### config.mk
export PLATFORM = sky130hd
export DESIGN_NAME = mbinit_sb_tx_arbiter
export DESIGN_NICKNAME = d
export VERILOG_FILES = /design/src/rtl/mbinit_sb_tx_arbiter.sv
export SDC_FILE = /design/constraint.sdc
export NUM_CORES = 1
export LEC_CHECK = 0
export BUFFER_PORTS_ARGS = -buffer_cell sky130_fd_sc_hd__clkbuf_2
export CAP_MARGIN = 5
export CORE_AREA = 4 4 58 60
export CTS_BUF_LIST = sky130_fd_sc_hd__clkbuf_8
export DETAILED_ROUTE_END_ITERATION = 8
export DIE_AREA = 0 0 62 64
export PLACE_DENSITY = 0.82
export SLEW_MARGIN = 25
export SYNTH_ARGS = -nofsm -noshare
export SYNTH_HDL_FRONTEND = slang
export SYNTH_SLANG_ARGS = --single-unit
### constraint.sdc
create_clock -name CLK -period 2.1 [get_ports CLK]
set_input_delay 0.21 -clock CLK [delete_from_list [all_inputs] [get_ports CLK]]
set_output_delay 0.21 -clock CLK [all_outputs]
set_load 0.1 [all_outputs]
### src/rtl/mbinit_sb_tx_arbiter.sv
// Round-robin arbiter sharing the MBINIT sideband TX message port between sub-step requesters.
// Tracks the sideband busy handshake and returns a one-cycle done pulse to the owner on busy fall.
module mbinit_sb_tx_arbiter #(
    parameter int N_REQ        = 4,
    parameter int SB_MSG_WIDTH = 4,
    parameter int BUSY_TIMEOUT = 64
) (
    input  logic                            CLK,
    input  logic                            rst,
    input  logic [N_REQ-1:0]                i_req_valid,
    input  logic [N_REQ*SB_MSG_WIDTH-1:0]   i_req_msg,
    input  logic                            i_Busy_SideBand,
    output logic [SB_MSG_WIDTH-1:0]         o_TX_SbMessage,
    output logic                            o_TX_valid,
    output logic [N_REQ-1:0]                o_grant,
    output logic [N_REQ-1:0]                o_done,
    output logic                            o_timeout_err
);

    localparam int PTR_W = (N_REQ > 1) ? $clog2(N_REQ) : 1;
    localparam int CNT_W = $clog2(BUSY_TIMEOUT + 1);

    typedef enum logic [1:0] {IDLE, SEND, WAIT_DONE} state_t;

    state_t             state;
    logic [PTR_W-1:0]   rr_ptr;
    logic [PTR_W-1:0]   gidx;
    logic [CNT_W-1:0]   cnt;
    logic               busy_q;
    logic               fall;

    logic               sel_found;
    logic [PTR_W-1:0]   sel_idx;
    logic [SB_MSG_WIDTH-1:0] sel_msg;
    logic [PTR_W-1:0]   next_ptr;

    assign fall     = busy_q & ~i_Busy_SideBand;
    assign next_ptr = (gidx == PTR_W'(N_REQ - 1)) ? '0 : gidx + 1'b1;

    // First valid requester at or after rr_ptr, wrapping modulo N_REQ.
    always_comb begin
        int unsigned k;
        sel_found = 1'b0;
        sel_idx   = '0;
        k         = 0;
        for (int unsigned i = 0; i < N_REQ; i++) begin
            k = (32'(rr_ptr) + i) % 32'(N_REQ);
            if (!sel_found && i_req_valid[k]) begin
                sel_found = 1'b1;
                sel_idx   = PTR_W'(k);
            end
        end
        sel_msg = i_req_msg[32'(sel_idx)*SB_MSG_WIDTH +: SB_MSG_WIDTH];
    end

    always_ff @(posedge CLK) begin
        if (rst) begin
            state          <= IDLE;
            rr_ptr         <= '0;
            gidx           <= '0;
            cnt            <= '0;
            busy_q         <= 1'b0;
            o_TX_SbMessage <= '0;
            o_TX_valid     <= 1'b0;
            o_grant        <= '0;
            o_done         <= '0;
            o_timeout_err  <= 1'b0;
        end else begin
            busy_q        <= i_Busy_SideBand;
            o_done        <= '0;
            o_timeout_err <= 1'b0;
            case (state)
                IDLE: begin
                    if (sel_found && !i_Busy_SideBand) begin
                        state          <= SEND;
                        gidx           <= sel_idx;
                        cnt            <= '0;
                        o_TX_SbMessage <= sel_msg;
                        o_TX_valid     <= 1'b1;
                        o_grant        <= {{(N_REQ-1){1'b0}}, 1'b1} << sel_idx;
                    end
                end
                SEND: begin
                    if (!i_req_valid[gidx]) begin
                        state          <= IDLE;
                        rr_ptr         <= next_ptr;
                        o_TX_valid     <= 1'b0;
                        o_TX_SbMessage <= '0;
                        o_grant        <= '0;
                    end else if (i_Busy_SideBand) begin
                        state          <= WAIT_DONE;
                        cnt            <= '0;
                        o_TX_valid     <= 1'b0;
                        o_TX_SbMessage <= '0;
                    end else if (cnt == CNT_W'(BUSY_TIMEOUT - 1)) begin
                        state          <= IDLE;
                        rr_ptr         <= next_ptr;
                        o_timeout_err  <= 1'b1;
                        o_TX_valid     <= 1'b0;
                        o_TX_SbMessage <= '0;
                        o_grant        <= '0;
                    end else begin
                        cnt <= cnt + 1'b1;
                    end
                end
                WAIT_DONE: begin
                    if (fall) begin
                        state   <= IDLE;
                        rr_ptr  <= next_ptr;
                        o_done  <= o_grant;
                        o_grant <= '0;
                    end
                end
                default: state <= IDLE;
            endcase
        end
    end

endmodule
==> results.tsv, run 1 <==
stage	metric	value	unit
cts	CTS H-tree depth	1	
route	Iteration-0 DRC Markers	60	
yosys	mux cell area share after synthesis	12.1	%
layout	most common cell after layout, fill and taps aside	clkbuf_2	
critical_path	delay-heaviest family, CP	compound AO/OA/AOI/OAI gates	
route	Via density	5.76	
floorplanning	Core Area	0.00293	mm²
critical_path	largest stage delay on the critical path	410	ps
route	Met3 Wirelength	139	µm
timing	crit share post-route	93.3	%
timing	RSZ-0062 raised after global routing	false	
floorplanning	die extent in x	62	µm
cts	CTS tree	yes	
critical_path	crit-path cells	ha_1 > nand2_1 > or3_4 > a22o_1 > a2111oi_2 > a41o_1	
layout	leading cell types in the layout, fill and taps excluded	clkbuf_2 (36), dfxtp_1 (28), mux2i_1 (16)	
yosys	warnings from Yosys	0	
route	DR WL/cell	13.3	µm
timing	Max transition margin	63.8	%
cts	cts hold-fix bufs	0	
yosys	Synth Area in XOR/XNOR	0	%
timing	Slew @ Worst Pin	545	ps
timing	final setup vio count	0	
worst_hold_path	Tightest Hold Check Type	in2reg	
placement	port buffer count	36	
layout	fin nets	238	
global_routing	initial antenna violation count	0	
global_routing	largest net degree at the start of global routing	18	
yosys	synthesized-area fraction occupied by adder cells	4.14	%
timing	setup TNS	0	ps
yosys	Seq cells post-synth	28	
floorplanning	Starting Density	51.6	%
global_routing	Overflow after GRT	0	
cts	Skew-Pair Late Insertion Delay	280	ps
timing	max frequency	0.511	GHz
yosys	synthesized cell area	0.00151	mm²
route	DRC viols	0	
critical_path	WP buf/inv	0	
route	Routed WL	3210	µm
floorplanning	vertical die dimension	64	µm
run	number of max-cap violations	0	
power	Leak	0.771	nW
cts	Worst-path clk slew	90	ps
route	Top Metal Used	met4	
yosys	EDFF count, synth	0	
cts	Inserted Clock Buffers	3	
placement	Placer Congestion	0.836	
yosys	Mapped Nets	197	
yosys	sequential area share after synthesis	37.1	%
power	Max VDD drop	0.000562	V
power	PwrDens	800	mW/mm²
placement	Placed Cells	238	
route	DR WL met2	1600	µm
timing	min Tclk post-route	1960	ps
yosys	main combinational cell family by area after synthesis	simple AND/OR/NAND/NOR gates	
floorplanning	die area	0.00397	mm²
timing	clock skew	2.58	ps
critical_path	Critical Path RT	2330	ps
critical_path	Setup crit start kind	register	
yosys	Synth Instances	169	
critical_path	CP max-delay cell	or3_4	
layout	layout cell share with drive strength beyond 1	25.8	%
global_routing	first-pass GRT wire length	5580	µm
route	Vias	1393	
global_routing	vias in the first global route	1329	
timing	Hold Vio Cnt, Final	0	
layout	Ant. Diodes	0	
timing	Slew Limit Fails	0	
layout	area grow syn2layout	20.7	%
route	DRT met1 WL	1390	µm
placement	HPWL after DPL	2520	µm
route	Pre-Repair DR Iteration Count	4	
critical_path	Worst Setup End Kind	register	
cts	clock sink count	28	
outcome	status	finished clean	
critical_path	WS Path Type	reg2reg	
layout	filler cell count in the final layout	258	
cts	Max Root-Sink Buffers	2	
yosys	simple-gate share of the synthesized area	23.4	%
layout	final cell count without fillers	242	
floorplanning	row cnt	20	
cts	Clock Tree Root	clkbuf_8	
critical_path	crit path max fanout	5	
yosys	unique cell type count in the Yosys netlist	45	
yosys	syn avg cell area	8.94	µm²
global_routing	Global Route Usage Sum	18.2	%
yosys	Top FF cell, synth	dfxtp_1	
critical_path	Critical Path AT	2190	ps
floorplanning	Ports	37	
layout	area of the multi-input gates	902	µm²
yosys	Async S/R FF share, synth	0	%
layout	Register Area	561	µm²
yosys	Synth Area in Compound Gates	19.8	%
route	antenna-violating nets left	0	
[sequential cells by signal, indices dropped and copies added (netlist names)]
name,cells
o_done,4
o_timeout_err,1
cnt,7
rr_ptr,2
state,2
gidx,2
o_TX_valid,1
o_TX_SbMessage,4
o_grant,4
busy_q,1
[per-layer routing]
layer,vias to the layer above,track usage [%]
met5,-,0
met3,7,3.23
met2,34,29.7
met4,0,8.22
li1,704,-
met1,648,22.4
[tightest hold or removal path, stage by stage]
cell      delay (ps)
clkbuf_2          70
mux2i_1           50
o221ai_1         130
[stage by stage]
step	power (mW)	utilization [%]	worst slack, ps	hold WS [ps]	instance area [µm²]
after global placement	1.04	59.7	202	443	1750
after CTS	1.47	62.1	126	222	1820
after global routing	1.53	62.3	38.1	243	1820
final	1.46	62.3	141	222	1820
after detailed placement	1.05	59.7	152	453	1750
after floorplan	0.941	-	265	397	1510
[logic make-up (layout without fill, tap and decap cells)]
logic type	after synthesis	in the layout
adders and majority gates	5	5
muxes	17	17
AOI/OAI and AO/OA	43	43
buffers and inverters	13	53
DFF	28	28
and+or+nand+nor	63	63
[repair_timing]
item | in CTS | in global routing
setup endpoints to repair | 0 | 2
resized for setup | 0 | 1
setup buffers | 0 | 0
[Yosys cell counts (2+ instances only)]
cell type / instances / area (µm²)
a21oi_1: 14 / 70.1
a31oi_1: 3 / 18.8
and2_1: 4 / 25.0
buf_2: 2 / 10.0
clkbuf_1: 2 / 7.51
dfxtp_1: 28 / 561
ha_1: 5 / 62.6
inv_1: 8 / 30.0
mux2i_1: 16 / 160
nand2_1: 14 / 52.6
nand2b_1: 7 / 43.8
nand3_1: 6 / 30.0
nand3b_1: 4 / 30.0
nor2_1: 9 / 33.8
nor2b_1: 3 / 18.8
nor3_1: 3 / 15.0
nor4_1: 2 / 12.5
o211ai_1: 3 / 22.5
o21ai_0: 3 / 15.0
o21ai_1: 2 / 10.0
o221ai_1: 4 / 35.0
o31ai_1: 2 / 15.0
or4_1: 3 / 22.5
[power breakdown]
group,switching (mW),leakage (nW),total (mW),internal (mW)
clock network,0.167,0.0357,0.423,0.256
logic,0.301,0.508,0.443,0.143
registers,0.0262,0.228,0.591,0.565
[final cells by class]
| cell class | instances | area share [%] |
|---|---|---|
| Multi-Input combinational cell | 128 | 49.5 |
| Tap cell | 33 | 2.26 |
| Clock buffer | 3 | 2.26 |
| Inverter | 8 | 1.65 |
| Clock inverter | 1 | 1.65 |
| Timing Repair Buffer | 41 | 11.9 |
| Sequential cell | 28 | 30.7 |
[final timing paths]
| check | from | endpoint | slack [ps] | depth (start not counted) |
|---|---|---|---|---|
| max | cnt[0] | cnt[1] | 140 | 6 |
| min | i_req_msg[7] | o_TX_SbMessage[3] | 220 | 3 |
| max reg2reg | cnt[0] | cnt[1] | 140 | 6 |
| min reg2reg | o_TX_SbMessage[3] | o_TX_SbMessage[3] | 470 | 2 |
No activity file was read; power rests on OpenSTA's default activity.
==> run 2, diff against run 1 <==
--- a/config.mk
+++ b/config.mk
@@ -7,11 +7,11 @@
 export LEC_CHECK = 0
 export BUFFER_PORTS_ARGS = -buffer_cell sky130_fd_sc_hd__clkbuf_2
 export CAP_MARGIN = 5
-export CORE_AREA = 4 4 58 60
+export CORE_AREA = 4 4 61 63
 export CTS_BUF_LIST = sky130_fd_sc_hd__clkbuf_8
 export DETAILED_ROUTE_END_ITERATION = 8
-export DIE_AREA = 0 0 62 64
-export PLACE_DENSITY = 0.82
+export DIE_AREA = 0 0 65 67
+export PLACE_DENSITY = 0.78
 export SLEW_MARGIN = 25
 export SYNTH_ARGS = -nofsm -noshare
 export SYNTH_HDL_FRONTEND = slang
==> constraint.sdc (replaced) <==
create_clock -name CLK -period 1.6 [get_ports CLK]
set_input_delay 0.16 -clock CLK [delete_from_list [all_inputs] [get_ports CLK]]
set_output_delay 0.16 -clock CLK [all_outputs]
set_load 0.1 [all_outputs]
==> run 2 against run 1 <==
Against the previous run:
- flip-flop and latch count did not move
- non-clock buffer count increased by 37
- wire length rose by 35%
- critical path type unchanged
- via count up 14%
- first-iteration DRC count up 47%
- cell count rose by 21%
- the run now ends with negative setup slack left
- power is 46% higher
==> results.tsv, run 2 (synthesized netlist as in run 1, its figures left out) <==
stage	metric	value	unit	change
layout	fin nets	275		+16%
power	PwrDens	938	mW/mm²	+17%
timing	Max transition margin	64.0	%	+0.13 points
layout	leading cell types in the layout, fill and taps excluded	buf_4 (42), clkbuf_2 (36), dfxtp_1 (19)		
layout	filler cell count in the final layout	240		-7.0%
cts	clock sink count	28		unchanged
route	Via density	5.42		-5.8%
route	Iteration-0 DRC Markers	88		+47%
route	DR WL/cell	14.8	µm	+12%
timing	max frequency	0.564	GHz	+11%
power	Net Sw Power	0.743	mW	+50%
layout	Final Core Density	70.1	%	+7.8 points
power	internal power	1.38	mW	+43%
layout	final cell count without fillers	292		+21%
route	DRC viols	0		unchanged
floorplanning	vertical die dimension	67	µm	+4.7%
route	Pre-Repair DR Iteration Count	4		unchanged
floorplanning	Ports	37		unchanged
timing	clock skew	9.79	ps	+7.21 ps
power	Sw Ratio	35.0	%	+1.1 points
floorplanning	die extent in x	65	µm	+4.8%
route	Vias	1584		+14%
cts	cts hold-fix bufs	0		unchanged
timing	min Tclk post-route	1770	ps	-187 ps
cts	CTS H-tree depth	1		unchanged
placement	port buffer count	36		unchanged
floorplanning	Core Area	0.00323	mm²	+10%
placement	HPWL after DPL	3160	µm	+26%
floorplanning	row cnt	21		+5.0%
global_routing	vias in the first global route	1587		+19%
outcome	status	finished with violations		
outcome	failing checks	negative setup slack		
power	Leak	1.01	nW	+31%
global_routing	first-pass GRT wire length	7010	µm	+26%
placement	Placer Congestion	0.958		+15%
global_routing	largest net degree at the start of global routing	17		-1
timing	final setup margin	-172	ps	-313 ps
power	Total Power	2.12	mW	+46%
worst_hold_path	Tightest Hold Check Type	in2reg		
critical_path	Critical Path RT	1810	ps	-520 ps
route	Top Metal Used	met4		
floorplanning	die area	0.00436	mm²	+9.8%
layout	post-route design area	0.00226	mm²	+24%
cts	Worst-path clk slew	110	ps	+20 ps
critical_path	WS Path Type	reg2reg		
timing	Slew @ Worst Pin	543	ps	-1.91 ps
route	Met3 Wirelength	201	µm	+45%
floorplanning	Starting Density	46.7	%	-4.9 points
layout	Ant. Diodes	0		unchanged
timing	RSZ-0062 raised after global routing	true		
critical_path	crit path max fanout	7		+2
placement	Placed Area	0.00204	mm²	+17%
placement	Placed Cells	283		+19%
critical_path	Critical Path AT	1980	ps	-210 ps
route	DRT met1 WL	1790	µm	+29%
global_routing	Global Route Usage Sum	20.6	%	+2.4 points
global_routing	initial antenna violation count	0		unchanged
cts	Clock Tree Root	clkbuf_8		
layout	Most flops, register	cnt		
cts	Max Root-Sink Buffers	2		unchanged
cts	Skew-Pair Late Insertion Delay	280	ps	about the same
critical_path	Worst Setup End Kind	register		
route	Routed WL	4330	µm	+35%
timing	Slew Limit Fails	0		unchanged
timing	crit share post-route	111	%	+17 points
power	Max VDD drop	0.000586	V	+4.2%
layout	Largest register FFs	7		unchanged
critical_path	Setup crit start kind	register		
run	number of max-cap violations	0		unchanged
global_routing	Overflow after GRT	0		unchanged
power	Seq pwr share	36.6	%	-4.0 points
timing	setup TNS	-1740	ps	-1740 ps
power	combinational power share	36.3	%	+5.9 points
route	DR WL met2	2250	µm	+41%
route	antenna-violating nets left	0		unchanged
timing	Hold Vio Cnt, Final	0		unchanged
timing	final setup vio count	16		+16
cts	CTS tree	yes		
cts	Inserted Clock Buffers	3		unchanged
layout	most common cell after layout, fill and taps aside	buf_4		
layout	layout cell share with drive strength beyond 1	50.8	%	+25 points
layout	area grow syn2layout	50.0	%	
power	clock power share	27.1	%	-1.9 points
run 2: metal layers:
metal | vias up | track usage [%]
met1 | 742 | 22.9
met4 | 0 | 7.65
li1 | 783 | -
met3 | 12 | 1.85
met5 | - | 0
met2 | 47 | 40.0
run 2: path summary, 6_finish.rpt:
| check | startpoint | endpoint | slack [ps] | cells past startpoint |
|---|---|---|---|---|
| max | gidx[0] | cnt[0] | -170 | 5 |
| min | i_req_msg[7] | o_TX_SbMessage[3] | 160 | 3 |
| max reg2reg | gidx[0] | cnt[0] | -170 | 5 |
| min reg2reg | o_TX_SbMessage[1] | o_TX_SbMessage[1] | 470 | 2 |
run 2: critical path, cell delays in order (launching register included):
cell,delay [ps]
dfxtp_2,350
mux4_2,590
o21ai_2,120
a21oi_2,70
a311o_2,430
mux2i_1,140
run 2: through the flow:
| stage | setup slack, ps | hold slack (ps) |
|---|---|---|
| 6_report | -172 | 159 |
| 3_3_place_gp | -134 | 445 |
| 4_1_cts | -145 | 176 |
| 3_5_place_dp | -186 | 454 |
| 5_1_grt | -274 | 192 |
| 2_1_floorplan | -103 | 347 |
run 2: power by group through the flow:
stage | combinational, mW | sequential [mW] | clock (mW)
2_1_floorplan | 0.277 | 0.968 | 0
3_3_place_gp | 0.678 | 0.787 | 0
3_5_place_dp | 0.688 | 0.788 | 0
4_1_cts | 0.743 | 0.777 | 0.565
5_1_grt | 0.823 | 0.783 | 0.585
6_report | 0.772 | 0.777 | 0.575
run 2: timing repair:
action                     4_1_cts  5_1_grt
setup endpoints to repair       19       20
pin swaps                       19       11
resized for setup               22       10
hold endpoints to repair         0        0
buffers inserted                 6        1
run 2: final cells by class:
class                      instances  area (µm²)  area share (%)
multi-input combinational        128        1040            45.9
sequential                        28         572            25.2
timing repair buffer              78         495            21.9
tap                               46        57.6            2.54
clock buffer                       3        41.3            1.82
clock inverter                     1        30.0            1.33
inverter                           8        30.0            1.33
